### src/rtl/mult_sched_pkg.sv
// Shared types and constants for the round-robin multiplier scheduler.
package mult_sched_pkg;

  typedef enum logic [1:0] {
    IDLE,
    RUN,
    DONE
  } state_t;

  localparam int WORD = 32;

  // Index width for a requester number; never less than one bit.
  function automatic int clog2(input int n);
    int w;
    w = 1;
    for (int unsigned i = 0; i < 31; i++) begin
      if ((1 << w) < n) w = w + 1;
    end
    return w;
  endfunction

endpackage

### src/rtl/mult_sched_mult.sv
// Registered 32x32 multiplier; the output register is the multicycle-path endpoint.
module mult
  import mult_sched_pkg::*;
(
  input  logic            clock,
  input  logic [WORD-1:0] in1,
  input  logic [WORD-1:0] in2,
  output logic [WORD-1:0] mult_out_reg
);

  always_ff @(posedge clock) begin
    mult_out_reg <= in1 * in2;
  end

endmodule

### src/rtl/mult_sched.sv
// Round-robin scheduler sharing one multicycle multiplier among NUM_REQ requesters.
module mult_sched
  import mult_sched_pkg::*;
#(
  parameter int NUM_REQ     = 2,
  parameter int MULT_CYCLES = 2
) (
  input  logic                    clock,
  input  logic                    reset_n,
  input  logic [NUM_REQ-1:0]      req_valid,
  input  logic [WORD*NUM_REQ-1:0] req_in1,
  input  logic [WORD*NUM_REQ-1:0] req_in2,
  output logic [NUM_REQ-1:0]      req_ready,
  output logic [NUM_REQ-1:0]      resp_valid,
  output logic [WORD-1:0]         resp_data,
  output logic                    busy
);

  localparam int         IW       = clog2(NUM_REQ);
  localparam logic [3:0] CNT_LAST = 4'(MULT_CYCLES);

  state_t          state;
  logic [IW-1:0]   ptr;
  logic [IW-1:0]   gnt_q;
  logic [IW-1:0]   win_idx;
  logic            win_found;
  logic [3:0]      cnt;
  logic [WORD-1:0] op1_q;
  logic [WORD-1:0] op2_q;
  logic [WORD-1:0] mult_out_reg;

  // First valid requester strictly after 'last', wrapping; MSB flags a hit.
  function automatic logic [IW:0] rr_pick(input logic [NUM_REQ-1:0] valid,
                                          input logic [IW-1:0]      last);
    logic [IW:0]   res;
    logic [IW-1:0] idx;
    res = '0;
    for (int unsigned k = 1; k <= NUM_REQ; k++) begin
      idx = IW'((32'(last) + k) % NUM_REQ);
      if (!res[IW] && valid[idx]) res = {1'b1, idx};
    end
    return res;
  endfunction

  always_comb begin
    {win_found, win_idx} = rr_pick(req_valid, ptr);
  end

  // Gated by reset_n so the grant drops the moment reset is asserted.
  always_comb begin
    req_ready = '0;
    if (reset_n && state == IDLE && win_found) req_ready[win_idx] = 1'b1;
  end

  always_comb begin
    resp_data = (|resp_valid) ? mult_out_reg : '0;
  end

  always_ff @(posedge clock or negedge reset_n) begin
    if (!reset_n) begin
      state      <= IDLE;
      ptr        <= IW'(NUM_REQ - 1);
      gnt_q      <= '0;
      cnt        <= '0;
      op1_q      <= '0;
      op2_q      <= '0;
      resp_valid <= '0;
      busy       <= 1'b0;
    end else begin
      unique case (state)
        IDLE: begin
          if (win_found) begin
            op1_q <= req_in1[WORD*win_idx +: WORD];
            op2_q <= req_in2[WORD*win_idx +: WORD];
            gnt_q <= win_idx;
            ptr   <= win_idx;
            cnt   <= 4'd1;
            busy  <= 1'b1;
            state <= RUN;
          end
        end
        RUN: begin
          cnt <= cnt + 4'd1;
          if (cnt == CNT_LAST) begin
            resp_valid        <= '0;
            resp_valid[gnt_q] <= 1'b1;
            state             <= DONE;
          end
        end
        DONE: begin
          resp_valid <= '0;
          busy       <= 1'b0;
          cnt        <= '0;
          state      <= IDLE;
        end
        default: state <= IDLE;
      endcase
    end
  end

  mult u_mult (
    .clock        (clock),
    .in1          (op1_q),
    .in2          (op2_q),
    .mult_out_reg (mult_out_reg)
  );

endmodule

### config.mk
export PLATFORM = sky130hd
export DESIGN_NAME = mult_sched
export DESIGN_NICKNAME = d
export VERILOG_FILES = /design/src/rtl/mult_sched_pkg.sv /design/src/rtl/mult_sched_mult.sv /design/src/rtl/mult_sched.sv
export SDC_FILE = /design/constraint.sdc
export NUM_CORES = 1
export LEC_CHECK = 0
export CAP_MARGIN = 20
export CORE_MARGIN = 2
export CORE_UTILIZATION = 56
export CTS_BUF_LIST = sky130_fd_sc_hd__clkbuf_4 sky130_fd_sc_hd__clkbuf_8
export CTS_CLUSTER_DIAMETER = 200
export DETAILED_ROUTE_END_ITERATION = 7
export PLACE_DENSITY = 0.84
export SLEW_MARGIN = 25
export SYNTH_ARGS = -nofsm -noshare
export SYNTH_HDL_FRONTEND = slang
export SYNTH_HIERARCHICAL = 1
export SYNTH_SLANG_ARGS = --single-unit
### constraint.sdc
create_clock -name clock -period 6.6 [get_ports clock]
set_clock_uncertainty 0.1 [all_clocks]
set_input_delay 0.66 -clock clock [delete_from_list [all_inputs] [get_ports clock]]
set_output_delay 0.66 -clock clock [all_outputs]
set_load 0.01 [all_outputs]
==> metrics.yaml, run 1 <==
dp_hpwl_um: 46600
cp-start-kind: "flip-flop"
firstDrtPassIters: 5
viasPerCell: 5.51
clockBufferDepth: 2
htree_levels: 3
dieArea_um2: 37700
rows: 69
io_buffers: 168
synth_area_um2: 20200
vias: 16200
status: "finished with violations"
stdcell_count: 2931
drc_errors: 0
worstSkewPairLatency_ns: 0.46
synth_top_area_cell: "fa_1"
initial_core_util: 0.569
cts-root-buf: "clkbuf_8"
cts_hold_repair.buffers: 0
drt_iter0_markers: 1048
nNetsFinal: 3135
grt_pass1_wl_um: 90300
hold_class: "primary input to async pin"
dpl.cell_count: 2886
cts.sinks: 107
synth_top_cell_area_share: 0.404
synth_area_per_cell_um2: 9.23
violations: "setup timing"
ant_nets: 0
cts_tree: "yes"
crit_fanout: 4
finalSetupViolCount: 10
yosys_warnings: 6
report.final.slew_viol_count: 0
fin_util: 0.685
place.gp.congestion: 0.937
core-area_um2: 35600
yosys-top-cells-area: "fa_1 40%, and2_1 11%, dfrtp_1 9.1%"
r2r_start: "op1_q[13]$_DFFE_PN0P_"
clk_pin_slew_worst_paths_ns: 0.15
fin_area_um2: 24400
synthArstFlopShare: 0.701
cts_buffers: 9
dpl_cell_area_um2: 23500
maxCapViolCount: 0
antenna_found_initial: 3
worstSetupPathType: "flip-flop to flip-flop"
worst_slew_margin_rel: 0.492
end_kind: "flip-flop"
syn_to_final_growth_pct: 20.4
ioPinCount: 169
setup_tns_ns: -4.66
worstSetupStartpoint: "op1_q[13]$_DFFE_PN0P_"
rsz0062_at_grt: "true"
tightest_slew_ns: 0.759
gr-total-overflow: 0
fin_crit_sh: 1.12
die_y_um: 194
yosysUniqueCellTypes: 64
hold_viol: 0
wire_per_inst_um: 20.0
wl_um: 58700
grt_usage: 0.310
synth_edf_count: 0
fmax_mhz: 136
cp.required_ns: 6.86
grt_max_degree: 66
final.min_clock_period_ns: 7.36
drive_gt1_frac: 0.138
grt_pass1_vias: 17400
die_w_um: 194
cp.arrival_ns: 7.62
ys_seq_area_frac: 0.124
ys_ff_latch: 107
syn_nets: 2864
nFillCells: 2611
synth_flop_cell: "dfrtp_1"
synthCells: 2193
setup_ws_ns: -0.764
-- stage by stage --
| stage | setup slack, ns | hold WS [ns] |
|---|---|---|
| floorplan | -0.480 | 0.264 |
| global placement | -0.492 | 0.414 |
| detailed placement | -0.682 | 0.420 |
| CTS | -0.623 | 0.0499 |
| global route | -0.921 | 0.0935 |
| finish | -0.764 | 0.0788 |
-- logic make-up after synthesis --
family / after synthesis / share of synthesized area
mux: 2 / 0.00111
compound gates: 218 / 0.0647
flops: 107 / 0.124
xor+xnor: 84 / 0.0363
buf+inv: 479 / 0.0919
fa+ha+maj: 539 / 0.484
simple gates: 764 / 0.197
-- routing by layer --
metal  vias to the layer above  global-route usage  routed length, um
met3                       151              0.0718               5350
met4                         4               0.132               2560
li1                       7098                   -                  -
met5                         -                   0                 27
met2                       791               0.515              28000
met1                      8110               0.389              22800
-- final cells by class --
class / count / area (um^2) / area share
multi-input combinational: 1607 / 16300 / 0.669
clock buffer: 10 / 138 / 0.00565
antenna: 1 / 2.50 / 0.000103
clock inverter: 6 / 72.6 / 0.00298
sequential: 107 / 2530 / 0.104
tap: 461 / 577 / 0.0237
inverter: 367 / 1380 / 0.0565
timing repair buffer: 372 / 3360 / 0.138
-- layout by cell type, fill, tap and decap left out, types with 35 or more instances in the layout --
cell,count
fa_1,389
inv_1,355
and2_1,355
nand2_1,237
buf_4,178
clkdlybuf4s50_1,167
a21oi_1,145
ha_1,115
nor2_1,83
xnor2_1,66
dfrtp_1,62
nor2b_1,35
-- critical path: stages (launching register included) --
cell	delay (ns)
dfrtp_2	0.47
buf_6	0.12
buf_4	0.13
and2_1	0.17
fa_1	0.39
inv_1	0.11
fa_2	0.45
fa_1	0.61
fa_2	0.25
inv_1	0.07
fa_1	0.55
inv_2	0.04
fa_1	0.56
inv_2	0.04
fa_1	0.47
fa_1	0.55
ha_4	0.22
and3_4	0.16
and2_4	0.14
and3_4	0.18
a2111oi_4	0.36
a31oi_4	0.17
a2111oi_4	0.41
o31ai_4	0.12
o41ai_4	0.25
xnor2_1	0.16
-- worst paths after layout --
| check | end | slack (ns) | cells past startpoint |
|---|---|---|---|
| max reg2reg | u_mult/mult_out_reg[31]$_DFF_P_ | -0.76 | 25 |
| min in group clock | op1_q[31]$_DFFE_PN0P_ | 0.45 | 2 |
| min | op1_q[6]$_DFFE_PN0P_ | 0.08 | 1 |
| max | u_mult/mult_out_reg[31]$_DFF_P_ | -0.76 | 25 |
| min reg2reg | op1_q[31]$_DFFE_PN0P_ | 0.45 | 2 |
| max in group asynchronous | op1_q[9]$_DFFE_PN0P_ | 5.23 | 2 |
-- what timing repair did --
item	CTS	global route
resized for setup	43	82
pin swaps	27	42
setup buffers	12	16
setup endpoints to repair	14	17
hold endpoints to repair	0	0
cloned	0	2
-- synth_stat cells, types with 4 or more instances --
cell type / count
a21oi_1: 151
nor2b_1: 37
nor3_1: 4
buf_2: 17
dfxtp_1: 32
fa_1: 408
inv_1: 367
clkbuf_1: 88
ha_1: 131
o21ai_0: 19
buf_6: 4
o21bai_1: 4
xnor2_1: 67
a211oi_1: 8
nor2_1: 86
and2_1: 368
a31oi_1: 4
a21o_1: 5
and3_1: 6
nand2_1: 241
xor2_1: 17
dfrtp_1: 74
Power of run 1 is not shown: default switching activity piles up to over one toggle a cycle in this logic, so the estimate is an artifact.
==> run 2: changes to the inputs <==
--- a/config.mk
+++ b/config.mk
@@ -11,6 +11,7 @@
 export CTS_BUF_LIST = sky130_fd_sc_hd__clkbuf_4 sky130_fd_sc_hd__clkbuf_8
 export CTS_CLUSTER_DIAMETER = 200
 export DETAILED_ROUTE_END_ITERATION = 7
+export MAX_ROUTING_LAYER = met4
 export PLACE_DENSITY = 0.84
 export SLEW_MARGIN = 25
 export SYNTH_ARGS = -nofsm -noshare
==> run 2 against run 1 <==
Effect of this change: die area unchanged; the flow still finishes with violations (setup timing); critical path depth down 2; largest cell class unchanged; non-clock buffer count down 12; sequential share of layout area about the same; worst hold slack worse by 0.035 ns; clock-buffer cell count unchanged; flip-flop and latch count unchanged; register-to-register slack better by 0.04 ns; via count up 0.29%; critical endpoint unchanged; global-route usage up 1.6 points; design area down 0.63%.
==> metrics.yaml, run 2 (same netlist as run 1, synthesis figures left out) <==
status: "finished with violations"
violations: "setup timing"
cts_hold_repair.buffers: 0  # unchanged
hold_class: "primary input to async pin"
report.final.slew_viol_count: 0  # unchanged
final_cell_mix: "393 x fa_1, 360 x inv_1, 360 x and2_1"
finalSetupViolCount: 12  # +2
place.gp.congestion: 0.953  # +1.7%
grt_pass1_vias: 17500  # +0.86%
cp-start-kind: "flip-flop"
clockBufferDepth: 2  # unchanged
antenna_found_initial: 4  # +1
drive_gt1_frac: 0.127  # -0.0115
r2r_slack_ns: -0.72  # +0.04 ns
ant_nets: 0  # unchanged
clk_pin_slew_worst_paths_ns: 0.16  # about the same
die_w_um: 194  # unchanged
drt_iter0_markers: 1294  # +23%
rows: 69  # unchanged
r2r_start: "op1_q[15]$_DFFE_PN0P_"
firstDrtPassIters: 5  # unchanged
fmax_mhz: 137  # +0.61%
drc_errors: 0  # unchanged
fin_hold_ws_ns: 0.0435  # -0.0353 ns
fin_crit_sh: 1.11  # -0.00672
dpl_cell_area_um2: 23400  # about the same
syn_to_final_growth_pct: 19.7
worst_slew_margin_rel: 0.540  # +0.0481
cp.required_ns: 6.86  # about the same
die_y_um: 194  # unchanged
setup_ws_ns: -0.719  # +0.0443 ns
path_cells: "and2_4, fa_1, inv_1, fa_1, fa_2, fa_1, inv_2, fa_1, inv_2, fa_1, inv_1, fa_1, fa_1, ha_4, and3_4, and2_4, nor2b_4, a2111oi_4, a31oi_4, a2111oi_4, o31ai_4, o41ai_4, xnor2_1"
worstSetupPathType: "flip-flop to flip-flop"
max_stage_delay_ns: 0.59  # -0.02 ns
cts.sinks: 107  # unchanged
wire_per_inst_um: 20.4  # +1.7%
r2r_cells: 23  # -8.0%
grt_pass1_wl_um: 91900  # +1.8%
nNetsFinal: 3123  # -0.38%
wl_um: 59500  # +1.3%
dp_hpwl_um: 47700  # +2.3%
htree_levels: 3  # unchanged
dp_slack_ns: -0.688  # -0.00668 ns
rsz0062_at_grt: "true"
cts_buffers: 9  # unchanged
cp.arrival_ns: 7.58  # -0.04 ns
rr_endpoint: "u_mult/mult_out_reg[31]$_DFF_P_"
ioPinCount: 169  # unchanged
grt_usage: 0.326  # +0.0161
cts-root-buf: "clkbuf_8"
initial_core_util: 0.569  # unchanged
gr-total-overflow: 0  # unchanged
end_kind: "flip-flop"
tightest_slew_ns: 0.690  # -0.0693 ns
hold_viol: 0  # unchanged
io_buffers: 168  # unchanged
final_common_cell: "fa_1"
cts_tree: "yes"
crit_fanout: 4  # unchanged
maxCapViolCount: 0  # unchanged
final.min_clock_period_ns: 7.32  # -0.0443 ns
worstSkewPairLatency_ns: 0.47  # about the same
critPathSlowestCell: "fa_1"
dieArea_um2: 37700  # unchanged
core-area_um2: 35600  # unchanged
fin_area_um2: 24200  # -0.63%
crit_path_frequent_cell: "fa_1"
vias: 16200  # +0.29%
viasPerCell: 5.55  # +0.67%
grt_max_degree: 67  # +1.5%
## run 2: changes by cell type in the layout (fill, tap and decap cells not counted), moves of 2 or more
cell     previous run  this run
fa_1              389       393
inv_2              12         7
nand2_1           237       239
dfrtp_2            12         8
buf_6              20         6
dfrtp_1            62        66
nand2_2             4         1
o21ai_2             4         6
and2_4             14        10
fa_2               19        15
inv_1             355       360
and2_1            355       360
## run 2: through the flow
step,setup TNS (ns),std cells,util
2_1_floorplan,-1.88,2193,-
3_3_place_gp,-2.41,2882,0.659
3_5_place_dp,-4.24,2882,0.659
4_1_cts,-3.55,2910,0.671
5_1_grt,-7.44,2920,0.681
6_report,-4.78,2920,0.681
## run 2: what timing repair did
item / in CTS / in global routing
buffers inserted: 12 / 9
pin swaps: 25 / 27
setup endpoints to repair: 15 / 17
gates resized for setup: 36 / 62
## run 2: layout make-up
type	count	area, um^2
clock inverters	6	72.6
diodes	2	5.00
flip-flops and latches	107	2530
repair buffers	360	3220
clock buffers	10	138
well taps	461	577
multi-input cells	1607	16300
inverters	367	1380
fillers	2676	11300
## run 2: how the worst max path moves through the flow
| stage | start | end | slack (ns) | cells after the start |
|---|---|---|---|---|
| after global placement | op2_q[2]$_DFFE_PN0P_ | u_mult/mult_out_reg[31]$_DFF_P_ | -0.49 | 23 |
| after detailed placement | op1_q[14]$_DFFE_PN0P_ | u_mult/mult_out_reg[31]$_DFF_P_ | -0.69 | 22 |
| after CTS | op1_q[15]$_DFFE_PN0P_ | u_mult/mult_out_reg[31]$_DFF_P_ | -0.66 | 23 |
| after floorplan | op2_q[3]$_DFFE_PN0P_ | u_mult/mult_out_reg[31]$_DFF_P_ | -0.48 | 25 |
| final | op1_q[15]$_DFFE_PN0P_ | u_mult/mult_out_reg[31]$_DFF_P_ | -0.72 | 23 |
| after global routing | op1_q[13]$_DFFE_PN0P_ | u_mult/mult_out_reg[31]$_DFF_P_ | -0.93 | 23 |
## run 2: metal layers
| metal | track usage | up-vias | wire (um) |
|---|---|---|---|
| li1 | - | 7064 | - |
| met5 | - | - | 0 |
| met1 | 0.415 | 8218 | 24100 |
| met3 | 0.0574 | 132 | 4310 |
| met2 | 0.532 | 787 | 29000 |
| met4 | 0.104 | 0 | 2020 |
## run 2: critical path, delay by kind of cell (launching register included)
family / cells / cell delay [ns]
adders and majority gates: 9 / 4.36
AOI/OAI and AO/OA: 5 / 1.37
and+or+nand+nor: 4 / 0.59
DFF: 1 / 0.44
buffers and inverters: 4 / 0.20
xor gates and xnor gates: 1 / 0.16
Power of run 2 is left out for the same reason.
==> run 3: changes to the inputs <==
--- a/config.mk
+++ b/config.mk
@@ -11,9 +11,10 @@
 export CTS_BUF_LIST = sky130_fd_sc_hd__clkbuf_4 sky130_fd_sc_hd__clkbuf_8
 export CTS_CLUSTER_DIAMETER = 200
 export DETAILED_ROUTE_END_ITERATION = 7
+export GPL_ROUTABILITY_DRIVEN = 1
+export GPL_TIMING_DRIVEN = 0
 export MAX_ROUTING_LAYER = met4
 export PLACE_DENSITY = 0.84
-export SLEW_MARGIN = 25
 export SYNTH_ARGS = -nofsm -noshare
 export SYNTH_HDL_FRONTEND = slang
 export SYNTH_HIERARCHICAL = 1
==> run 3 against run 2 <==
Effect of this change: the run still ends with setup timing left; global-route usage rose by 4.0 points; routed wire length grew 11%; core utilization fell by 0.42 points; worst hold slack better by 0.41 ns; critical path depth increased by 2; flip-flop and latch count unchanged; die area did not move; cell count decreased by 0.45%; via count up 0.58%; first-iteration DRC count down 4.4%; critical path type unchanged; critical endpoint is now u_mult/mult_out_reg[30]$_DFF_P_.
==> metrics.yaml, run 3 (same netlist as run 1, synthesis figures left out) <==
cts_buffers: 9  # unchanged
gr-total-overflow: 0  # unchanged
nNetsFinal: 3109  # -0.45%
grt_pass1_vias: 17500  # -0.12%
firstDrtPassIters: 5  # unchanged
finalSetupViolCount: 12  # unchanged
die_y_um: 194  # unchanged
cp.required_ns: 6.88  # +0.02 ns
crit_fanout: 6  # +2
report.final.slew_viol_count: 0  # unchanged
htree_levels: 3  # unchanged
end_kind: "flip-flop"
wire_per_inst_um: 22.8  # +12%
dp_hpwl_um: 51700  # +8.5%
rsz0062_at_grt: "true"
cts_tree: "yes"
place.gp.congestion: 0.992  # +4.0%
dieArea_um2: 37700  # unchanged
antenna_found_initial: 3  # -1
rows: 69  # unchanged
io_buffers: 168  # unchanged
final.min_clock_period_ns: 7.50  # +0.185 ns
drc_errors: 0  # unchanged
cts.sinks: 107  # unchanged
cp-start-kind: "flip-flop"
viasPerCell: 5.61  # +1.0%
cts-root-buf: "clkbuf_8"
fin_util: 0.677  # -0.00419
ant_nets: 0  # unchanged
worst_slew_margin_rel: 0.446  # -0.0938
fin_crit_sh: 1.14  # +0.0280
status: "finished with violations"
ioPinCount: 169  # unchanged
final_cell_mix: "390 x fa_1, 362 x inv_1, 361 x and2_1"
grt_max_degree: 73  # +9.0%
cp.arrival_ns: 7.79  # +0.21 ns
clockBufferDepth: 2  # unchanged
maxCapViolCount: 0  # unchanged
grt_pass1_wl_um: 99800  # +8.6%
worstSkewPairLatency_ns: 0.47  # about the same
grt_usage: 0.366  # +0.0401
drt_iter0_markers: 1237  # -4.4%
worstSetupPathType: "flip-flop to flip-flop"
tightest_slew_ns: 0.830  # +0.141 ns
drive_gt1_frac: 0.118  # -0.00828
fmax_mhz: 133  # -2.5%
clk_pin_slew_worst_paths_ns: 0.13  # -0.03 ns
syn_to_final_growth_pct: 18.9
setup_ws_ns: -0.904  # -0.185 ns
violations: "setup timing"
hold_class: "primary input to async pin"
die_w_um: 194  # unchanged
hold_viol: 0  # unchanged
final_common_cell: "fa_1"
core-area_um2: 35600  # unchanged
initial_core_util: 0.569  # unchanged
wl_um: 66100  # +11%
vias: 16300  # +0.58%
-- run 3: worst paths after layout --
kind | start | endpoint | slack [ns] | cells past startpoint
max in group asynchronous | reset_n | op2_q[8]$_DFFE_PN0P_ | 5.36 | 3
setup reg to reg | op2_q[7]$_DFFE_PN0P_ | u_mult/mult_out_reg[30]$_DFF_P_ | -0.90 | 25
hold reg to reg | op2_q[31]$_DFFE_PN0P_ | op2_q[31]$_DFFE_PN0P_ | 0.46 | 2
min in group clock | op2_q[31]$_DFFE_PN0P_ | op2_q[31]$_DFFE_PN0P_ | 0.46 | 2
hold / removal | reset_n | op2_q[25]$_DFFE_PN0P_ | 0.46 | 2
setup / recovery | op2_q[7]$_DFFE_PN0P_ | u_mult/mult_out_reg[30]$_DFF_P_ | -0.90 | 25
-- run 3: area by class of cell --
| type | count | area, um^2 |
|---|---|---|
| Antenna cell | 3 | 7.51 |
| Buffer | 107 | 759 |
| Tap cell | 461 | 577 |
| Timing Repair Buffer | 239 | 2260 |
| Sequential cell | 107 | 2560 |
| Fill cell | 2806 | 11500 |
| Clock inverter | 7 | 70.1 |
| Inverter | 367 | 1380 |
| Multi-Input combinational cell | 1607 | 16300 |
| Clock buffer | 9 | 124 |
-- run 3: stage by stage --
| stage | setup WS, ns | TNS (ns) | hold slack [ns] | std cells | area, um^2 |
|---|---|---|---|---|---|
| floorplan | -0.480 | -1.88 | 0.264 | 2193 | 20300 |
| global placement | -1.55 | -15.37 | 0.414 | 2822 | 22600 |
| detailed placement | -1.59 | -17.05 | 0.382 | 2824 | 22600 |
| CTS | -0.771 | -4.86 | 0.436 | 2884 | 23600 |
| global route | -1.08 | -8.36 | 0.444 | 2904 | 24100 |
| finish | -0.904 | -5.84 | 0.458 | 2907 | 24100 |
-- run 3: timing repair --
item	4_1_cts	5_1_grt
hold buffers	1	0
gates resized for setup	163	82
setup endpoints to repair	20	16
endpoints found under the hold margin	5	0
pin swaps	14	65
setup buffers	47	21
-- run 3: metal layers --
layer / vias up / track usage / wire length, um
met2: 839 / 0.578 / 31200
met3: 172 / 0.0812 / 6660
met1: 8220 / 0.454 / 24800
met4: 0 / 0.161 / 3480
li1: 7064 / - / -
met5: - / - / 0
-- run 3: worst max-delay path, cell delays in order (launching register included) --
cell	delay (ns)
dfrtp_2	0.48
clkbuf_16	0.18
and2_1	0.17
fa_1	0.47
fa_1	0.52
fa_1	0.50
inv_1	0.06
fa_1	0.48
inv_1	0.05
fa_1	0.49
inv_2	0.04
fa_1	0.54
inv_2	0.04
fa_1	0.44
fa_1	0.56
ha_4	0.23
buf_6	0.11
o21ai_2	0.15
a21oi_2	0.09
a221o_1	0.38
and2_4	0.16
o31a_1	0.27
o21ai_2	0.19
a21oi_2	0.11
or4_1	0.53
nand3_1	0.09
Power of run 3 is left out for the same reason.
